===== src/rtl/pixel_serializer.sv =====
// rtl/pixel_serializer.sv - multi-plane pixel serializer with word FIFO and sticky underflow
//
// Buffers PLANES*WIDTH-bit display words in a DEPTH-entry FIFO and shifts
// them out MSB-first, one pixel per plane in parallel, holding each pixel
// for mult+1 enabled cycles.
//
// Ports:
//   clk         pixel clock
//   reset       asynchronous active-high reset
//   line_start  synchronous flush/restart for a new scanline
//   wr_valid    wr_data is valid
//   wr_ready    FIFO can accept (!full && !line_start), combinational
//   wr_data     plane p at [p*WIDTH +: WIDTH]
//   enable      pixel-advance qualifier; all state holds when low
//   mult        pixel repeat count less one
//   q           current pixel, q[p] from plane p
//   q_valid     q carries real pixel data
//   underflow   sticky: shifter ran dry mid-line
module pixel_serializer #(
    parameter int WIDTH  = 16,
    parameter int PLANES = 2,
    parameter int DEPTH  = 2
) (
    input  logic                      clk,
    input  logic                      reset,
    input  logic                      line_start,
    input  logic                      wr_valid,
    output logic                      wr_ready,
    input  logic [PLANES*WIDTH-1:0]   wr_data,
    input  logic                      enable,
    input  logic [3:0]                mult,
    output logic [PLANES-1:0]         q,
    output logic                      q_valid,
    output logic                      underflow
);

    localparam int PW = (DEPTH > 1) ? $clog2(DEPTH) : 1;
    localparam int CW = $clog2(DEPTH + 1);
    localparam int BW = $clog2(WIDTH);

    logic [PLANES*WIDTH-1:0] mem [DEPTH];
    logic [PW-1:0]           wr_ptr;
    logic [PW-1:0]           rd_ptr;
    logic [CW-1:0]           count;

    logic [PLANES*WIDTH-1:0] shreg;
    logic [BW-1:0]           bit_cnt;
    logic [3:0]              rep_cnt;
    logic                    loaded;
    logic                    active;

    logic                    full;
    logic                    empty;
    logic                    do_write;
    logic                    do_pop;
    logic                    advance;
    logic                    bits_remain;
    logic [PLANES*WIDTH-1:0] shifted;
    logic [PLANES-1:0]       next_bits;
    logic [PLANES-1:0]       head_msbs;
    logic [PLANES*WIDTH-1:0] head_word;

    function automatic logic [PW-1:0] ptr_inc(input logic [PW-1:0] p);
        return (p == PW'(DEPTH - 1)) ? '0 : p + PW'(1);
    endfunction

    always_comb begin
        full        = (count == CW'(DEPTH));
        empty       = (count == '0);
        wr_ready    = !full && !line_start;
        do_write    = wr_valid && wr_ready;
        advance     = enable && (!loaded || rep_cnt == mult);
        // An unloaded shifter has no bits left regardless of bit_cnt.
        bits_remain = loaded && (bit_cnt != BW'(WIDTH - 1));
        do_pop      = advance && !bits_remain && !empty;
        head_word   = mem[rd_ptr];
    end

    // q is taken from the bit just below the current MSB on a shift, so the
    // shift register always holds the pixel currently on q at its top.
    always_comb begin
        shifted   = '0;
        next_bits = '0;
        head_msbs = '0;
        for (int p = 0; p < PLANES; p++) begin
            shifted[p*WIDTH +: WIDTH] = {shreg[p*WIDTH +: WIDTH-1], 1'b0};
            next_bits[p]              = shreg[p*WIDTH + WIDTH - 2];
            head_msbs[p]              = head_word[p*WIDTH + WIDTH - 1];
        end
    end

    always_ff @(posedge clk) begin
        if (do_write) begin
            mem[wr_ptr] <= wr_data;
        end
    end

    always_ff @(posedge clk or posedge reset) begin
        if (reset) begin
            wr_ptr    <= '0;
            rd_ptr    <= '0;
            count     <= '0;
            shreg     <= '0;
            bit_cnt   <= '0;
            rep_cnt   <= '0;
            loaded    <= 1'b0;
            active    <= 1'b0;
            q         <= '0;
            q_valid   <= 1'b0;
            underflow <= 1'b0;
        end else if (line_start) begin
            wr_ptr    <= '0;
            rd_ptr    <= '0;
            count     <= '0;
            shreg     <= '0;
            bit_cnt   <= '0;
            rep_cnt   <= '0;
            loaded    <= 1'b0;
            active    <= 1'b0;
            q         <= '0;
            q_valid   <= 1'b0;
            underflow <= 1'b0;
        end else begin
            if (do_write) begin
                wr_ptr <= ptr_inc(wr_ptr);
            end
            if (do_pop) begin
                rd_ptr <= ptr_inc(rd_ptr);
            end
            if (do_write && !do_pop) begin
                count <= count + CW'(1);
            end else if (!do_write && do_pop) begin
                count <= count - CW'(1);
            end

            if (enable) begin
                if (!advance) begin
                    // Wraps through 15 when mult drops below the running count.
                    rep_cnt <= rep_cnt + 4'd1;
                end else begin
                    rep_cnt <= '0;
                    if (bits_remain) begin
                        shreg   <= shifted;
                        q       <= next_bits;
                        bit_cnt <= bit_cnt + BW'(1);
                    end else if (!empty) begin
                        shreg   <= head_word;
                        q       <= head_msbs;
                        bit_cnt <= '0;
                        loaded  <= 1'b1;
                        q_valid <= 1'b1;
                        active  <= 1'b1;
                    end else begin
                        loaded  <= 1'b0;
                        q       <= '0;
                        q_valid <= 1'b0;
                        if (active) begin
                            underflow <= 1'b1;
                        end
                    end
                end
            end
        end
    end

endmodule


===== config.mk =====
export PLATFORM = sky130hd
export DESIGN_NAME = pixel_serializer
export DESIGN_NICKNAME = d
export VERILOG_FILES = /design/src/rtl/pixel_serializer.sv
export SDC_FILE = /design/constraint.sdc
export NUM_CORES = 1
export LEC_CHECK = 0
export ABC_CLOCK_PERIOD_IN_PS = 2650
export CAP_MARGIN = 15
export CORE_MARGIN = 1.5
export CORE_UTILIZATION = 51
export CTS_CLUSTER_SIZE = 16
export DETAILED_ROUTE_END_ITERATION = 6
export GPL_ROUTABILITY_DRIVEN = 0
export PLACE_DENSITY = 0.72
export SLEW_MARGIN = 20
export SYNTH_ARGS = -nofsm -noshare
export SYNTH_HDL_FRONTEND = slang
export SYNTH_SLANG_ARGS = --single-unit
export TNS_END_PERCENT = 1

===== constraint.sdc =====
create_clock -name clk -period 2.65 [get_ports clk]
set_input_delay 0.3975 -clock clk [delete_from_list [all_inputs] [get_ports clk]]
set_output_delay 0.3975 -clock clk [all_outputs]
set_load 0.01 [all_outputs]

==> results of run 1 <==
[area by class of cell]
class / instances / area share
clock buffers: 12 / 0.0321
clock inverters: 4 / 0.00565
inverters: 4 / 0.00271
multi-input cells: 189 / 0.265
flip-flops and latches: 111 / 0.560
well taps: 108 / 0.0244
repair buffers: 61 / 0.110
[cell families (layout without fill, tap and decap cells)]
logic type,after synthesis,in the layout,share of synthesized area
DFF,111,111,0.659
AOI/OAI and AO/OA,63,63,0.107
and+or+nand+nor,71,71,0.0836
adders and majority gates,2,2,0.00533
xor gates and xnor gates,5,5,0.00932
buffers and inverters,29,81,0.0288
muxes,48,48,0.106
[registers in the layout (all words and copies together), names as in the netlist, 2 cells and up]
signal   count
q            2
shreg       30
count        2
bit_cnt      4
mem         64
rep_cnt      4
[per-layer routing]
metal,global-route usage,vias to the layer above
met3,0.0326,16
met4,0.0934,0
met1,0.270,1454
met2,0.303,68
li1,-,1399
met5,0,-
[per-stage QoR]
| step | hold slack [ns] | total power, mW | std cells | setup WS, ns |
|---|---|---|---|---|
| 2_1_floorplan | 0.463 | 2.28 | 329 | 0.477 |
| 3_3_place_gp | 0.478 | 2.45 | 473 | 0.187 |
| 3_5_place_dp | 0.479 | 2.46 | 473 | 0.134 |
| 4_1_cts | 0.442 | 3.48 | 489 | 0.523 |
| 5_1_grt | 0.473 | 3.60 | 489 | 0.375 |
| 6_report | 0.421 | 3.44 | 489 | 0.512 |
[where the power goes]
group / internal, mW / switching, mW / total (mW)
Combinational: 0.206 / 0.218 / 0.423
Clock: 0.467 / 0.551 / 1.02
Sequential: 1.94 / 0.0623 / 2.00
[cell usage in the layout, fill, tap and decap left out, types with 2 or more instances in the layout]
master,count
edfxtp_1,64
dfrtp_1,46
clkdlybuf4s50_1,45
mux2i_1,33
nor4_1,17
nor3_1,17
a221o_1,16
mux2_2,15
a211oi_1,15
buf_4,13
a21oi_1,9
clkbuf_8,9
nand3_1,8
nand2_1,8
nor2_1,7
nor2b_1,5
xor2_1,4
o31ai_1,4
inv_1,3
o21ai_0,3
buf_12,3
and3_1,2
a31oi_1,2
or4_1,2
a2111oi_0,2
ha_1,2
clkbuf_16,2
[final timing paths]
path	start	endpoint	slack (ns)	depth (start not counted)
worst max-delay path	rep_cnt[0]$_DFFE_PP0P_	shreg[27]$_DFFE_PP0P_	0.51	5
worst min-delay path	reset	rep_cnt[1]$_DFFE_PP0P_	0.42	2
worst max register to register	rep_cnt[0]$_DFFE_PP0P_	shreg[27]$_DFFE_PP0P_	0.51	5
worst min register to register	active$_DFFE_PP0P_	active$_DFFE_PP0P_	0.51	1
max in group asynchronous	reset	shreg[26]$_DFFE_PP0P_	1.66	3
min in group clk	active$_DFFE_PP0P_	active$_DFFE_PP0P_	0.51	1
[critical path, cell delays in order (launching register included)]
cell and delay (ns):
dfrtp_1 0.47, xor2_1 0.21, o41a_1 0.47, o31a_1 0.33, buf_12 0.18, a221o_1 0.35
==> flow_summary_export.csv, run 1 <==
group,metric,value,unit
status,status,"complete, but fails checks",
status,violations,"design-rule violations",
power_and_ir_drop,leakage,2.02,nW
sta,final_max_slew_viol_count,0,
yosys,synth-seq-cells,111,
global_routing,grt_pass1_vias,3000,
clock_network,clk_pin_slew,0.10,ns
clock_network,cts.sinks,111,
worst_setup_path,worst_ep_arrival_time,2.38,ns
die,num_rows,34,
yosys,yosysTopAreaCellShare,0.409,
yosys,ys_seq_area_frac,0.659,
placement,detailed_place_hpwl,5.87,mm
yosys,avgSynthCellArea,14.3,µm²
cells_and_area,multiInputGateArea,1470,µm²
sta,clock_skew,0.0113,ns
clock_network,cts_tree,"built",
yosys,synth_top_area_cell,"edfxtp_1",
placement,portBuffers,45,
worst_setup_path,cp_max_fo,31,
global_routing,antenna_found_initial,0,
cells_and_area,finalInstanceArea,5530,µm²
route,drtPass1Iterations,7,
clock_network,cts_max_level,3,
cells_and_area,seq_area,3100,µm²
job,maxCapViolCount,0,
sta,setup_viol,0,
global_routing,grt-ovfl-total,0,
clock_network,post_cts_buffers,0,
placement,post_dp_cell_area,5330,µm²
yosys,yosysMostFrequentCell,"edfxtp_1",
worst_setup_path,startpoint_type,"flop",
die,num_io_pins,46,
die,die_h,99.0,µm
route,via_per_inst,6.01,
global_routing,grt_pass1_wl,14.8,mm
route,wl_met2,4.24,mm
clock_network,post_cts_resized,0,
cells_and_area,antenna_cells,0,
route,wl_met1,4.08,mm
yosys,synth_common_cells,"64 x edfxtp_1, 47 x dfrtp_1, 33 x mux2i_1",
cells_and_area,area_growth,17.8,%
clock_network,cts_hold_buffers,0,
route,wl_per_cell,18.2,µm
route,drt_iter0_markers,172,
route,ant_nets,0,
die,start_util,0.534,
route,drt_wl_total,8.88,mm
sta,final_hold_viol_count,0,
cells_and_area,final.fill_count,687,
min_path,hold_class,"in2async",
clock_network,worstSkewPairLatency,0.36,ns
sta,clock.fmax,468,MHz
worst_setup_path,crit_type,"reg2reg",
die,fp.coreArea,8810,µm²
cells_and_area,final_nets,419,
yosys,synthFlopType,"edfxtp_1",
yosys,ys_async_sr_fraction,0.423,
sta,fin_crit,2.14,ns
die,die-area,9800,µm²
route,highest_layer,"met4",
global_routing,grt_max_degree,32,
sta,rsz0062_at_grt,"no",
power_and_ir_drop,power_density,622,nW/µm²
global_routing,grt_use_total,0.195,
clock_network,cts_buffer_depth,2,
route,vias,2937,
yosys,synth_edf_count,64,
yosys,syn_inst,329,
worst_setup_path,cp-end-kind,"flop",
sta,setup-tns-final,0,ns
route,wl_met3,302,µm
clock_network,cts_made_buffers,9,
yosys,synth_cell_types,43,
power_and_ir_drop,vdd_ir_drop_max,0.313,mV
yosys,synthTopCellsByArea,"edfxtp_1 41%, dfrtp_1 25%, mux2i_1 7.0%, mux2_2 3.6%, a221o_1 3.4%",
clock_network,cts_root_buf,"clkbuf_8",
die,fp.dieW,99.0,µm
sta,fin_crit_sh,0.807,
yosys,syn-num-nets,372,
yosys,syn_area,4700,µm²
sta,tightest_slew,0.909,ns
route,drc,3,
cells_and_area,drive_gt1_frac,0.131,
cells_and_area,final_util,0.628,
yosys,yosysWarnings,0,
worst_setup_path,worstPathRequired,2.89,ns
sta,slew-limit-headroom,0.391,
No activity file was read; power rests on OpenSTA's default activity.
==> run 2, diff against run 1 <==
Settings changed: ABC_CLOCK_PERIOD_IN_PS 2650 to 2100, CORE_UTILIZATION 51 to 55, PLACE_DENSITY 0.72 to 0.74.
Clock period 2.65 ns to 2.1 ns, I/O delays scaled along.
==> run 2 against run 1 <==
The flow now finishes without violations. Worst hold slack got worse by 0.028 ns. Worst setup slack worse by 0.44 ns. Clock power up 14%. Sequential share of layout area down 0.94 points. Die area fell by 7.1%. First-iteration DRC count increased by 17%. Flip-flop and latch count stayed put. Critical path depth did not move. Largest cell class unchanged. Highest routed layer unchanged.
==> flow_summary_export.csv, run 2 (synthesis gave the netlist of run 1 again) <==
group,metric,value,unit
status,status,"completed",
cells_and_area,largest_reg_flops,64,
worst_setup_path,crit_type,"reg2reg",
global_routing,grt_pass1_wl,14.5,mm
worst_setup_path,crit_chain,"xor2_1, o41a_1, o31a_1, buf_12, a221o_1",
worst_setup_path,cp-end-kind,"flop",
route,ant_nets,0,
route,highest_layer,"met4",
route,drt_wl_total,8.70,mm
clock_network,worstSkewPairLatency,0.37,ns
global_routing,grt_pass1_vias,3121,
route,wl_met3,355,µm
job,maxCapViolCount,0,
clock_network,cts_hold_buffers,0,
power_and_ir_drop,total_power,4.24,mW
power_and_ir_drop,leakage,2.08,nW
worst_setup_path,crit_slowest_cell,"o41a_1",
cells_and_area,area_growth,19.8,%
die,die-area,9110,µm²
clock_network,cts_max_level,3,
route,drc,0,
sta,final_max_slew_viol_count,0,
sta,tightest_slew,0.591,ns
placement,detailed_place_hpwl,5.81,mm
placement,dp_cells,482,
sta,slew-limit-headroom,0.606,
route,wl_met2,4.32,mm
clock_network,cts.sinks,111,
cells_and_area,multiInputGateArea,1480,µm²
die,fp.coreArea,8260,µm²
clock_network,cts_root_buf,"clkbuf_8",
die,fp.dieW,95.4,µm
route,wl_met1,3.84,mm
sta,final_hold_viol_count,0,
placement,post-place-ws,-0.308,ns
cells_and_area,final_cell_mix,"64 x edfxtp_1, 47 x dfrtp_1, 44 x clkdlybuf4s50_1",
clock_network,cts_buffer_depth,2,
clock_network,clk_pin_slew,0.11,ns
global_routing,grt_use_total,0.214,
worst_setup_path,slowest_delay,0.46,ns
cells_and_area,top_regs,"mem: 64 flops, shreg: 30 flops",
die,num_rows,33,
cells_and_area,finalInstanceArea,5630,µm²
worst_setup_path,worst_ep_arrival_time,2.27,ns
worst_setup_path,path_delay_family,"compound AO/OA/AOI/OAI gates",
worst_setup_path,worstPathRequired,2.35,ns
cells_and_area,final_nets,433,
sta,fin_crit_sh,0.964,
power_and_ir_drop,vdd_ir_drop_max,0.434,mV
die,start_util,0.569,
global_routing,grt_max_degree,48,
min_path,hold_class,"in2async",
sta,setup_slack,0.0753,ns
sta,rsz0062_at_grt,"no",
sta,setup_viol,0,
route,drtPass1Iterations,4,
die,num_io_pins,46,
cells_and_area,final_common_cell,"edfxtp_1",
cells_and_area,antenna_cells,0,
sta,fin_crit,2.02,ns
cells_and_area,layout.cells.non_filler,499,
clock_network,cts_made_buffers,9,
route,vias,2999,
route,via_per_inst,6.01,
sta,clock.fmax,494,MHz
power_and_ir_drop,power_density,754,nW/µm²
placement,portBuffers,45,
worst_setup_path,startpoint_type,"flop",
cells_and_area,final.fill_count,623,
sta,setup-tns-final,0,ns
worst_setup_path,crit_buf_inv,1,
route,wl_per_cell,17.4,µm
worst_setup_path,cp_max_fo,31,
clock_network,cts_tree,"built",
cells_and_area,top_register,"mem",
sta,clock_skew,0.0113,ns
route,drt_iter0_markers,202,
global_routing,grt-ovfl-total,0,
placement,post_dp_cell_area,5430,µm²
die,die_h,95.4,µm
cells_and_area,seq_area,3100,µm²
global_routing,antenna_found_initial,0,
cells_and_area,drive_gt1_frac,0.165,
[run 2: changes by cell type in the layout (fill, tap and decap cells not counted), sizes merged]
cell / previous run / this run
buf: 16 / 30
clkbuf: 12 / 9
clkinv: 2 / 4
clkdlybuf4s50: 45 / 44
clkinvlp: 0 / 1
dlymetal6s2s: 0 / 1
inv: 6 / 5
[run 2: final cells by class]
type                    count  share of cell area
clock buffers               9              0.0220
repair buffers             75               0.129
clock inverters             6             0.00956
well taps                 105              0.0233
multi-input cells         189               0.262
flip-flops and latches    111               0.551
inverters                   4             0.00267
[run 2: repair_timing]
action,CTS,global route
hold endpoints to repair,0,0
endpoints found under the setup margin,0,18
setup buffers,0,2
gates resized for setup,0,3
[run 2: worst register-to-register path: stages (launching register included)]
cell,delay (ns)
dfrtp_1,0.42
xor2_1,0.18
o41a_1,0.47
o31a_1,0.29
buf_12,0.18
a221o_1,0.37
[run 2: path summary, 6_finish.rpt]
kind,from,endpoint,slack [ns],depth (start not counted)
worst max-delay path,rep_cnt[3]$_DFFE_PP0P_,shreg[23]$_DFFE_PP0P_,0.08,5
worst min-delay path,reset,rep_cnt[2]$_DFFE_PP0P_,0.39,3
worst max register to register,rep_cnt[3]$_DFFE_PP0P_,shreg[23]$_DFFE_PP0P_,0.08,5
worst min register to register,active$_DFFE_PP0P_,active$_DFFE_PP0P_,0.51,1
max in group asynchronous,reset,shreg[4]$_DFFE_PP0P_,1.30,3
min in group clk,active$_DFFE_PP0P_,active$_DFFE_PP0P_,0.51,1
[run 2: metal layers]
layer  vias up  GRT usage
met1      1486      0.283
met5         -          0
met3        17     0.0343
met4         0      0.119
li1       1424          -
met2        72      0.337
[run 2: power by group]
part	internal, mW	switching, mW
clock	0.444	0.719
combinational	0.281	0.293
sequential	2.44	0.0632
[run 2: through the flow]
| stage | utilization | hold slack, ns |
|---|---|---|
| global placement | 0.657 | 0.479 |
| detailed placement | 0.657 | 0.485 |
| global route | 0.681 | 0.445 |
| finish | 0.681 | 0.393 |
| floorplan | - | 0.414 |
| CTS | 0.679 | 0.409 |
==> run 3, diff against run 2 <==
Settings changed: CELL_PAD_IN_SITES_DETAIL_PLACEMENT set to 0, CELL_PAD_IN_SITES_GLOBAL_PLACEMENT set to 1, CORE_UTILIZATION 55 to 47, PLACE_DENSITY 0.74 to 0.76.
==> run 3 against run 2 <==
Global-route usage fell by 2.7 points. Highest routed layer unchanged. Register-to-register slack better by 0.03 ns. Routed wire length grew 4.6%. Sequential power is essentially flat. Cell count is 7.0% higher. Final area up 1.9%.
==> flow_summary_export.csv, run 3 (synthesis gave the netlist of run 1 again) <==
group,metric,value,unit
status,status,"completed",
worst_setup_path,crit_slowest_cell,"o41a_1",
worst_setup_path,cp.depth,5,
power_and_ir_drop,power.share.clock,0.271,
die,start_util,0.483,
min_path,hold_class,"in2async",
clock_network,cts_hold_buffers,0,
die,num_io_pins,46,
worst_setup_path,worstPathRequired,2.36,ns
route,drc,0,
worst_setup_path,cp_max_fo,19,
clock_network,cts_root_buf,"clkbuf_8",
cells_and_area,top_regs,"mem: 64 flops, shreg: 30 flops",
route,drt_wl_total,9.10,mm
worst_setup_path,startpoint_type,"flop",
worst_setup_path,rr_endpoint,"shreg[17]$_DFFE_PP0P_",
cells_and_area,final_cell_mix,"64 x edfxtp_1, 46 x dfrtp_1, 45 x clkdlybuf4s50_1",
placement,post_dp_cell_area,5550,µm²
power_and_ir_drop,seq_power_share,0.589,
route,drt_iter0_markers,121,
clock_network,cts_buffer_depth,2,
placement,portBuffers,45,
clock_network,post_cts_resized,0,
job,maxCapViolCount,0,
worst_setup_path,worst_ep_arrival_time,2.25,ns
worst_setup_path,crit_start,"rep_cnt[0]$_DFFE_PP0P_",
power_and_ir_drop,p_sw,1.07,mW
power_and_ir_drop,vdd_ir_drop_max,0.374,mV
cells_and_area,antenna_cells,0,
route,drtPass1Iterations,4,
global_routing,grt_pass1_wl,14.9,mm
global_routing,antenna_found_initial,0,
die,fp.coreArea,9730,µm²
route,ant_nets,0,
cells_and_area,finalInstanceArea,5730,µm²
route,vias,2994,
cells_and_area,final_nets,439,
power_and_ir_drop,pwr-share-comb,0.140,
worst_setup_path,path_delay_family,"compound AO/OA/AOI/OAI gates",
sta,final_hold_viol_count,0,
cells_and_area,final_common_cell,"edfxtp_1",
power_and_ir_drop,leakage,2.11,nW
power_and_ir_drop,switching_share,0.251,
cells_and_area,area_growth,22.0,%
cells_and_area,final_util,0.589,
sta,whs,0.220,ns
worst_setup_path,cp-endpoint,"shreg[17]$_DFFE_PP0P_",
clock_network,cts_max_level,3,
worst_setup_path,crit_type,"reg2reg",
global_routing,grt_max_degree,30,
route,wl_per_cell,17.0,µm
die,fp.dieW,103,µm
worst_setup_path,slowest_delay,0.46,ns
die,die-area,10600,µm²
sta,setup_slack,0.104,ns
power_and_ir_drop,p_int,3.19,mW
global_routing,grt-ovfl-total,0,
die,die_h,103,µm
placement,detailed_place_hpwl,6.22,mm
clock_network,cts_made_buffers,9,
sta,tightest_slew,0.567,ns
clock_network,cts_tree,"built",
placement,post-place-ws,-0.298,ns
clock_network,worstSkewPairLatency,0.37,ns
route,via_per_inst,5.61,
worst_setup_path,crit_chain,"xor2_1, o41a_1, o31a_1, buf_12, a221o_1",
cells_and_area,layout.cells.non_filler,534,
cells_and_area,drive_gt1_frac,0.177,
clock_network,cts.sinks,111,
sta,clock_skew,0.0142,ns
power_and_ir_drop,power_density,743,nW/µm²
worst_setup_path,r2r-start,"rep_cnt[0]$_DFFE_PP0P_",
cells_and_area,largest_reg_flops,64,
worst_setup_path,crit_buf_inv,1,
global_routing,grt_pass1_vias,3032,
sta,final_max_slew_viol_count,0,
worst_setup_path,ff2ff_path_depth,5,
sta,clock.fmax,501,MHz
sta,slew-limit-headroom,0.618,
sta,setup_viol,0,
sta,fin_crit_sh,0.951,
sta,fin_crit,2.00,ns
cells_and_area,top_register,"mem",
die,num_rows,36,
sta,setup-tns-final,0,ns
global_routing,grt_use_total,0.186,
sta,rsz0062_at_grt,"yes",
power_and_ir_drop,total_power,4.26,mW
worst_setup_path,rrSetupSlack,0.10,ns
worst_setup_path,cp-end-kind,"flop",
clock_network,post_cts_buffers,0,
clock_network,clk_pin_slew,0.10,ns
placement,dp_cells,518,
-- run 3: cell type report --
class | count | area, µm²
Fill cell | 816 | 4000
Tap cell | 133 | 166
Inverter | 4 | 15.0
Clock inverter | 5 | 45.0
Clock buffer | 11 | 131
Timing Repair Buffer | 81 | 796
Sequential cell | 111 | 3100
Multi-Input combinational cell | 189 | 1480
-- run 3: worst min path at each step --
stage | start | to | slack [ns] | depth (start not counted)
5_1_grt | reset | rep_cnt[2]$_DFFE_PP0P_ | 0.24 | 2
6_report | reset | rep_cnt[2]$_DFFE_PP0P_ | 0.22 | 2
4_1_cts | reset | rep_cnt[2]$_DFFE_PP0P_ | 0.21 | 2
2_1_floorplan | wr_data[0] | mem[0][0]$_DFFE_PP_ | 0.41 | 0
3_5_place_dp | active$_DFFE_PP0P_ | active$_DFFE_PP0P_ | 0.48 | 1
3_3_place_gp | active$_DFFE_PP0P_ | active$_DFFE_PP0P_ | 0.47 | 1
-- run 3: power by group through the flow --
stage	registers, mW	logic [mW]	clock network (mW)
floorplan	2.54	0.345	0
global placement	2.55	0.589	0
detailed placement	2.56	0.605	0
CTS	2.51	0.607	1.21
global route	2.52	0.653	1.28
finish	2.51	0.598	1.15
-- run 3: routing by layer --
| layer | vias to the layer above | global-route usage | part of all wire |
|---|---|---|---|
| met5 | - | 0 | 0 |
| met4 | 0 | 0.0759 | 0.013 |
| met2 | 52 | 0.300 | 0.49 |
| li1 | 1438 | - | - |
| met1 | 1496 | 0.256 | 0.46 |
| met3 | 8 | 0.0285 | 0.030 |
